==> config.mk <==
export PLATFORM = sky130hd
export DESIGN_NAME = bus_split_arbiter
export DESIGN_NICKNAME = d
export VERILOG_FILES = /design/src/rtl/bus_bridge_pkg.sv /design/src/rtl/bus_split_arbiter.sv
export SDC_FILE = /design/constraint.sdc
export NUM_CORES = 1
export LEC_CHECK = 0
export ABC_AREA = 1
export BUFFER_PORTS_ARGS = -buffer_cell sky130_fd_sc_hd__buf_2
export CAP_MARGIN = 20
export CORE_AREA = 2 2 46 48
export DETAILED_ROUTE_END_ITERATION = 16
export DIE_AREA = 0 0 48 50
export GPL_TIMING_DRIVEN = 0
export PLACE_DENSITY = 0.74
export SLEW_MARGIN = 5
export SYNTH_ARGS = -nofsm -noshare
export SYNTH_HDL_FRONTEND = slang
export SYNTH_SLANG_ARGS = --single-unit
==> constraint.sdc <==
create_clock -name clk -period 1.4 [get_ports clk]
set_input_delay 0.07 -clock clk [delete_from_list [all_inputs] [get_ports clk]]
set_output_delay 0.07 -clock clk [all_outputs]
set_load 0.02 [all_outputs]
==> src/rtl/bus_bridge_pkg.sv <==
// Shared types for the split-capable bus bridge: arbiter state encoding,
// master count and master-index helpers.
package bus_bridge_pkg;

  localparam int NUM_MASTERS = 2;
  localparam int MST_W       = (NUM_MASTERS > 1) ? $clog2(NUM_MASTERS) : 1;

  typedef enum logic {
    IDLE = 1'b0,
    BUSY = 1'b1
  } arb_state_t;

  typedef logic [MST_W-1:0] mst_idx_t;

  function automatic logic [NUM_MASTERS-1:0] idx_to_onehot(input mst_idx_t idx);
    return NUM_MASTERS'(1) << idx;
  endfunction

endpackage

==> src/rtl/bus_split_arbiter.sv <==
// Two-master round-robin bus arbiter with single-outstanding split
// transactions, resume priority for the split owner and a hold-time limit.
module bus_split_arbiter
  import bus_bridge_pkg::*;
#(
  parameter int MAX_HOLD = 256
) (
  input  logic                   clk,
  input  logic                   rst,
  input  logic [NUM_MASTERS-1:0] m_req,
  output logic [NUM_MASTERS-1:0] m_grant,
  output logic [NUM_MASTERS-1:0] m_split_ack,
  input  logic                   s_split,
  input  logic                   s_split_done,
  output logic                   bus_owner,
  output logic                   bus_busy,
  output logic                   split_pending,
  output logic                   timeout_err
);

  localparam int                CNT_W     = (MAX_HOLD > 1) ? $clog2(MAX_HOLD) : 1;
  localparam logic [CNT_W-1:0]  HOLD_LAST = (MAX_HOLD > 0) ? CNT_W'(MAX_HOLD - 1) : '0;
  localparam bit                HOLD_EN   = (MAX_HOLD > 0);

  arb_state_t             state_q, state_d;
  logic [NUM_MASTERS-1:0] grant_d, split_ack_d;
  mst_idx_t               owner_q, owner_d;
  mst_idx_t               split_owner_q, split_owner_d;
  mst_idx_t               last_owner_q, last_owner_d;
  logic                   pending_d;
  logic                   resume_q, resume_d;
  logic                   timeout_d;
  logic [CNT_W-1:0]       hold_cnt_q, hold_cnt_d;

  logic [NUM_MASTERS-1:0] split_mask;
  logic [NUM_MASTERS-1:0] eligible;
  logic                   grant_vld;
  mst_idx_t               grant_sel;

  // The split owner may not re-arbitrate until the slave reports it can resume.
  assign split_mask = split_pending ? idx_to_onehot(split_owner_q) : '0;
  assign eligible   = m_req & ~split_mask;

  assign bus_owner  = owner_q;
  assign bus_busy   = |m_grant;

  // NOTE: every signal written below gets a default first, so no path can
  // leave one unassigned and infer a latch.
  always_comb begin
    state_d       = state_q;
    grant_d       = m_grant;
    split_ack_d   = '0;
    owner_d       = owner_q;
    split_owner_d = split_owner_q;
    last_owner_d  = last_owner_q;
    pending_d     = split_pending;
    resume_d      = resume_q;
    timeout_d     = 1'b0;
    hold_cnt_d    = hold_cnt_q;
    grant_vld     = 1'b0;
    grant_sel     = last_owner_q;

    unique case (state_q)
      IDLE: begin
        // A resume opportunity lasts exactly one idle cycle, used or not.
        resume_d = 1'b0;
        if (resume_q && !split_pending && m_req[split_owner_q]) begin
          grant_vld = 1'b1;
          grant_sel = split_owner_q;
        end else if (&eligible) begin
          grant_vld = 1'b1;
          grant_sel = ~last_owner_q;
        end else if (|eligible) begin
          grant_vld = 1'b1;
          grant_sel = mst_idx_t'(eligible[1]);
        end

        if (grant_vld) begin
          state_d      = BUSY;
          grant_d      = idx_to_onehot(grant_sel);
          owner_d      = grant_sel;
          last_owner_d = grant_sel;
          hold_cnt_d   = '0;
        end
      end

      BUSY: begin
        if (s_split && !split_pending && !s_split_done) begin
          state_d       = IDLE;
          grant_d       = '0;
          split_ack_d   = idx_to_onehot(owner_q);
          pending_d     = 1'b1;
          split_owner_d = owner_q;
        end else if (!m_req[owner_q]) begin
          // A voluntary release on the last allowed cycle is not a timeout.
          state_d = IDLE;
          grant_d = '0;
        end else if (HOLD_EN && (hold_cnt_q == HOLD_LAST)) begin
          state_d   = IDLE;
          grant_d   = '0;
          timeout_d = 1'b1;
        end else begin
          hold_cnt_d = hold_cnt_q + CNT_W'(1);
        end
      end

      default: begin
        state_d = IDLE;
        grant_d = '0;
      end
    endcase

    // Resume notification never preempts the current owner; it only arms
    // priority for the next idle cycle, and it wins over the idle-cycle clear.
    if (s_split_done && split_pending) begin
      pending_d = 1'b0;
      resume_d  = 1'b1;
    end
  end

  // NOTE: sequential state uses non-blocking assignments so every register
  // samples the pre-edge values regardless of statement order.
  always_ff @(posedge clk) begin
    if (rst) begin
      state_q       <= IDLE;
      m_grant       <= '0;
      m_split_ack   <= '0;
      owner_q       <= '0;
      split_owner_q <= '0;
      last_owner_q  <= mst_idx_t'(1);
      split_pending <= 1'b0;
      resume_q      <= 1'b0;
      timeout_err   <= 1'b0;
      hold_cnt_q    <= '0;
    end else begin
      state_q       <= state_d;
      m_grant       <= grant_d;
      m_split_ack   <= split_ack_d;
      owner_q       <= owner_d;
      split_owner_q <= split_owner_d;
      last_owner_q  <= last_owner_d;
      split_pending <= pending_d;
      resume_q      <= resume_d;
      timeout_err   <= timeout_d;
      hold_cnt_q    <= hold_cnt_d;
    end
  end

endmodule

==> out/results.md, run 1 <==
• complete, no violations — result of the run
• 5.03 — Vias/cell
• 0.526 nW — Leakage Power
• 1310 ps — clock period minus final worst setup slack
• 90 ps — worst reg-to-reg setup slack
• 380 ps — Critical Path Max Stage Delay
• 28 — iteration-0 DRC count of the detailed router
• 16 — standard-cell rows
• 390 um^2 — register area
• 7.22 ps — clock skew
• 765 MHz — highest clock rate
• 0 — number of antenna cells inserted
• yes — clock tree from TritonCTS
• 290 ps — clock network latency to the later pin of the worst-skew pair
• sky130_fd_sc_hd__nand2_4 — cell repeated most along the worst path
• flop — Critical Path Start Type
• 19 — clock sink count
• 26 — Cell variety after synth
• 881 mW/mm^2 — power per cell area
• 7 — Critical Path Fanout Max
• 0 — synthesis warning total
• 41 x sky130_fd_sc_hd__nand2_1, 16 x sky130_fd_sc_hd__nand3_1, 15 x sky130_fd_sc_hd__nor2_1, 15 x sky130_fd_sc_hd__dfxtp_1 — commonest cells after routing, fill and taps aside
• 0 — total gr overflow
• 0 — Bufs and invs on worst path
• 24.4% — share of final-layout standard cells stronger than drive strength 1
• simple AND/OR/NAND/NOR gates — top cell family by delay on the critical path
• flop — endpoint class of the critical path
• 571 um^2 — area of combinational cells with multiple inputs
• 70.4% — worst slew slack as a fraction of its limit
• 191 — fin cells
• 19 — flop and latch count out of synthesis
• 4 — number of optimization iterations in the first detailed-route pass
• 2070 um — wire length after detailed routing
• 3290 um — first-pass GRT wire length
• 51.6% — initial cell density of the core
• 148 — number of nets in the synthesized netlist
• 981 um^2 — post-synthesis instance area
• sky130_fd_sc_hd__clkbuf_4 — library cell used as clock root buffer
• 3 — number of buffers inserted during clock tree synthesis
• 38.8% — portion of the post-synthesis area used by sequential elements
• 6.96 um^2 — average cell area after synthesis
• 0 — total count of hold-check failures in the final report
• 444 ps — measured slew at the worst slew-check pin
• 50 um — height of the die
• ha_4 -> nand2_4 -> nor2_4 -> nand2_4 -> nand3_4 -> nand2_4 -> nand2_1 -> a21oi_1 — crit path cell chain
• 14 — I/O pin count
• 11 — largest net degree at the start of global routing
• 1 — number of H-tree levels
• 0.00240 mm^2 — Die Footprint
• 1470 um — placed wire-length estimate
• 0.782 — global placer's final weighted congestion
• 176 — Filler cells
• sky130_fd_sc_hd__dfxtp_4 — CP max-delay cell
• sky130_fd_sc_hd__nand2_1 — most common library cell in the layout ignoring fill and taps
• 0.00119 mm^2 — post-route cell area
• 115 ps — Hold Worst Slack
• 960 — total vias in the final route
• 0 — total of endpoints with negative setup slack in the final report
• 0.00190 mm^2 — Core Area
• 19.1% — aggregate global-route resource usage
• 13 — number of input and output port buffers inserted
• 21.7% — Area growth syn-to-layout
• 2 — maximum clock path buffer count
• 1570 ps — critical path data required time
• 800 — vias in the first global route
• 110 ps — clock-pin slew of the registers on the worst-case setup and hold paths
• flop to flop — Crit Path Category
• 0 — maximum capacitance violations
• 172 — number of nets in the layout
• 0 — post-detailed-route count of antenna-violating nets
• 0 — Post-route DRC
• 181 — Inst Count DP
• 48 um — horizontal die dimension
• 0.420 mV — worst vdd ir
• 62.8% — final core utilization
• 0 — Pins Over Slew Limit
• 0 — antenna violations before repair
• 141 — synthesized instance count
• 0 ps — sum of negative setup slack
• 0.00108 mm^2 — standard cell area after detailed placement
• 10.8 um — routed wire length per instance
• input pin to flop — class of the worst hold path
• 93.4% — final clock period utilization by the worst path
• 1470 ps — data arrival time of the worst path
stage by stage:
| step | power (mW) | worst slack, ps |
|---|---|---|
| floorplan | 0.717 | 114 |
| global placement | 0.769 | 20.4 |
| detailed placement | 0.774 | 9.45 |
| CTS | 1.06 | 16.4 |
| global route | 1.11 | -4.72 |
| finish | 1.05 | 92.6 |
final cells by class:
type                    instances  area share (%)
plain buffers                   1           0.314
clock buffers                   4            2.20
inverters                      16            5.14
multi-input cells             106            47.8
flip-flops and latches         19            32.7
well taps                      27            2.83
repair buffers                 18            9.01
kinds of logic (layout without fill, tap and decap cells):
| group | count (synthesis) | count (layout) | share of synthesized area [%] |
|---|---|---|---|
| AOI/OAI and AO/OA | 18 | 18 | 12.0 |
| and+or+nand+nor | 85 | 86 | 40.4 |
| DFF | 19 | 19 | 38.8 |
| adders and majority gates | 1 | 1 | 1.28 |
| buffers and inverters | 17 | 39 | 6.63 |
| xor gates and xnor gates | 1 | 1 | 0.893 |
synthesized netlist by cell type (all sizes together):
library cell | number | share of area, %
o31ai | 1 | 0.77
dfxtp | 19 | 39
o21ai | 1 | 0.51
clkbuf | 1 | 0.38
ha | 1 | 1.3
o21bai | 2 | 1.5
xnor2 | 1 | 0.89
or2 | 1 | 0.64
a21oi | 11 | 6.8
nor3 | 2 | 1.0
inv | 15 | 5.7
nand4 | 1 | 0.64
clkinv | 1 | 0.51
nand2 | 46 | 20
nand3 | 18 | 11
nor2 | 17 | 7.5
o211ai | 2 | 1.5
a31o | 1 | 0.89
routing by layer:
layer / track usage, % / up-vias / wire (um)
met5: 0 / - / 0
met2: 33.3 / 18 / 1050
li1: - / 502 / -
met3: 3.30 / 2 / 75
met1: 22.6 / 438 / 934
met4: 5.41 / 0 / 12
worst paths after layout:
| kind | startpoint | to | cells after the start |
|---|---|---|---|
| worst max-delay path | hold_cnt_q[1]$_SDFFE_PP0P_ | hold_cnt_q[5]$_SDFFE_PP0P_ | 8 |
| worst min register to register | resume_q$_SDFFE_PP0P_ | resume_q$_SDFFE_PP0P_ | 2 |
| worst min-delay path | s_split | m_split_ack[0]$_SDFF_PP0_ | 3 |
| worst max register to register | hold_cnt_q[1]$_SDFFE_PP0P_ | hold_cnt_q[5]$_SDFFE_PP0P_ | 8 |
tightest hold or removal path: cells and delay by family:
family	cells	cell delay [ps]
AND/OR/NAND/NOR	2	180
buffers and inverters	1	130
sequential cells by signal, indices dropped and copies added, names as in the netlist:
register       count
hold_cnt_q         8
last_owner_q       1
m_grant            2
m_split_ack        2
state_q            1
timeout_err        1
split_owner_q      1
bus_owner          1
resume_q           1
split_pending      1
report_power, final:
group          internal [mW]  total [mW]  switching (mW)
combinational         0.0664       0.199           0.132
clock                  0.111       0.274           0.164
sequential             0.560       0.579          0.0191
what timing repair did:
| item | CTS | global route |
|---|---|---|
| gates resized for setup | 2 | 10 |
| hold buffers | 2 | 0 |
| hold endpoints to repair | 3 | 0 |
| setup endpoints to repair | 5 | 13 |
| gates cloned | 0 | 1 |
| setup buffers | 0 | 3 |
| pin swaps | 0 | 2 |
Note: power is estimated with default switching activity, not from simulation.
==> inputs of run 2 (changes only) <==
- CORE_AREA: 2 2 46 48 -> 2 2 51 53
- DIE_AREA: 0 0 48 50 -> 0 0 53 55
- PLACE_DENSITY: 0.74 -> 0.62
- SLEW_MARGIN: 5 -> unset
==> run 2 against run 1 <==
  * Routed wire length up 5.5%
  * Design area down 0.63%
  * Combinational power about the same
  * Utilization down 13 points
  * Clock-buffer cell count unchanged
  * Flip-flop and latch count unchanged
  * Setup slack worse by 26 ps
  * Register-to-register slack worse by 30 ps
  * Clock skew down 2.0 ps
  * Cell count up 1.6%
  * Critical endpoint is now hold_cnt_q[4]$_SDFFE_PP0P_
==> out/results.md, run 2 (synthesis gave the netlist of run 1 again) <==
• 5.23 ps — clock skew
• hold_cnt_q[0]$_SDFFE_PP0P_ — Critical path origin
• 86 um — met3 wire length
• 1500 ps — data arrival time of the worst path
• 4 — number of optimization iterations in the first detailed-route pass
• 11 — largest net degree at the start of global routing
• 41.5% — initial cell density of the core
• 23.8% — share of final-layout standard cells stronger than drive strength 1
• 2180 um — wire length after detailed routing
• 370 ps — Critical Path Max Stage Delay
• 0 — number of antenna cells inserted
• 8 — max reg flops
• 19 — clock sink count
• 0 — maximum capacitance violations
• sky130_fd_sc_hd__nand2_4 — cell repeated most along the worst path
• 300 ps — clock network latency to the later pin of the worst-skew pair
• 20.9% — Area growth syn-to-layout
• 110 ps — clock-pin slew of the registers on the worst-case setup and hold paths
• 42 x sky130_fd_sc_hd__nand2_1, 16 x sky130_fd_sc_hd__nand3_1, 16 x sky130_fd_sc_hd__dfxtp_1 — commonest cells after routing, fill and taps aside
• 0.809 — global placer's final weighted congestion
• sky130_fd_sc_hd__clkbuf_4 — library cell used as clock root buffer
• 1330 ps — clock period minus final worst setup slack
• 1 — number of H-tree levels
• hold_cnt_q — Top reg by flops
• 11.2 um — routed wire length per instance
• 7 — Critical Path Fanout Max
• simple AND/OR/NAND/NOR gates — top cell family by delay on the critical path
• 1570 ps — critical path data required time
• 0 ps — sum of negative setup slack
• 1000 um — met1 routed wirelength after detailed routing
• 1.06 mW — post-layout power
• 28 — iteration-0 DRC count of the detailed router
• 3500 um — first-pass GRT wire length
• 172 — number of nets in the layout
• 53 um — horizontal die dimension
• 0 — total gr overflow
• 0.509 nW — Leakage Power
• hold_cnt_q[0]$_SDFFE_PP0P_ — start of the worst register-to-register path
• 50.2% — final core utilization
• 0 — antenna violations before repair
• 16.8% — aggregate global-route resource usage
• 18 — standard-cell rows
• s_split — beginning of the worst hold path
• 0.554 mV — worst vdd ir
• 0 — Post-route DRC
• 109 ps — Hold Worst Slack
• 2 — maximum clock path buffer count
• 0 — post-detailed-route count of antenna-violating nets
• flop to flop — Crit Path Category
• 68.1% — worst slew slack as a fraction of its limit
• input pin to flop — class of the worst hold path
• 0.00236 mm^2 — Core Area
• 3 — number of buffers inserted during clock tree synthesis
• yes — clock tree from TritonCTS
• sky130_fd_sc_hd__nand2_1 — most common library cell in the layout ignoring fill and taps
• 55 um — height of the die
• 0.00292 mm^2 — Die Footprint
• 0 — Bufs and invs on worst path
• 0 — total of endpoints with negative setup slack in the final report
• 95.2% — final clock period utilization by the worst path
• complete, no violations — result of the run
• 1060 um — Routed met2 length
• 0 — total count of hold-check failures in the final report
• 1520 um — placed wire-length estimate
• 891 mW/mm^2 — power per cell area
• 750 MHz — highest clock rate
• met4 — DR top layer
• 0 — Pins Over Slew Limit
• 4.89 — Vias/cell
• 827 — vias in the first global route
• hold_cnt_q (8), m_grant (2), m_split_ack (2) — largest registers in the final layout
• 14 — I/O pin count
• 949 — total vias in the final route
• 478 ps — measured slew at the worst slew-check pin
• sky130_fd_sc_hd__dfxtp_2 — CP max-delay cell
• 13 — number of input and output port buffers inserted
• flop — endpoint class of the critical path
• flop — Critical Path Start Type
• ha_4 -> nand2_2 -> nor2_4 -> nand2_4 -> nand3_4 -> nand2_4 -> nand2_1 -> a21oi_1 — crit path cell chain
• 253 — Filler cells
==> run 2: cell counts in the layout (fill, tap and decap cells not counted) <==
No cell type changed its count.
==> run 2: where the power goes <==
group	switching [mW]	total, mW	internal [mW]
Sequential	0.0189	0.581	0.562
Combinational	0.132	0.196	0.0636
Clock	0.169	0.280	0.111
Total	0.320	1.06	0.737
==> run 2: path summary, 6_finish.rpt <==
kind | slack [ps] | endpoint | cells past startpoint
worst min-delay path | 110 | timeout_err$_SDFF_PP0_ | 4
worst max-delay path | 70 | hold_cnt_q[4]$_SDFFE_PP0P_ | 8
worst min register to register | 460 | resume_q$_SDFFE_PP0P_ | 2
worst max register to register | 70 | hold_cnt_q[4]$_SDFFE_PP0P_ | 8
==> run 2: cell type report <==
class                      count  area [um^2]  share of cell area, %
clock buffer                   4         26.3                   2.22
inverter                      16         61.3                   5.17
buffer                         1         3.75                  0.316
multi-input combinational    106          566                   47.7
timing repair buffer          18          108                   9.07
tap                           30         37.5                   3.16
sequential                    19          384                   32.4
==> run 2: stage by stage <==
step	cells	worst slack, ps	instance area [um^2]
global route	194	-3.04	1190
floorplan	141	114	981
global placement	184	5.62	1080
detailed placement	184	-22.9	1080
finish	194	66.9	1190
CTS	191	9.18	1140
==> run 2: worst reg2reg max path: stages, from the launching register on <==
cell                      delay [ps]
sky130_fd_sc_hd__dfxtp_2         370
sky130_fd_sc_hd__ha_4            150
sky130_fd_sc_hd__nand2_2          80
sky130_fd_sc_hd__nor2_4          150
sky130_fd_sc_hd__nand2_4          80
sky130_fd_sc_hd__nand3_4         130
sky130_fd_sc_hd__nand2_4         100
sky130_fd_sc_hd__nand2_1          80
sky130_fd_sc_hd__a21oi_1          60
==> run 2: timing repair <==
action / in CTS / in global routing
gates cloned: 1 / 0
setup buffers: 0 / 3
endpoints found under the setup margin: 10 / 13
hold buffers: 2 / 0
pin swaps: 0 / 2
gates resized for setup: 3 / 5
endpoints found under the hold margin: 3 / 0
==> run 2: layer usage <==
layer	GRT usage (%)	vias to the layer above
met5	0	-
met4	7.69	0
met3	2.69	4
met2	30.6	19
met1	19.4	421
li1	-	505
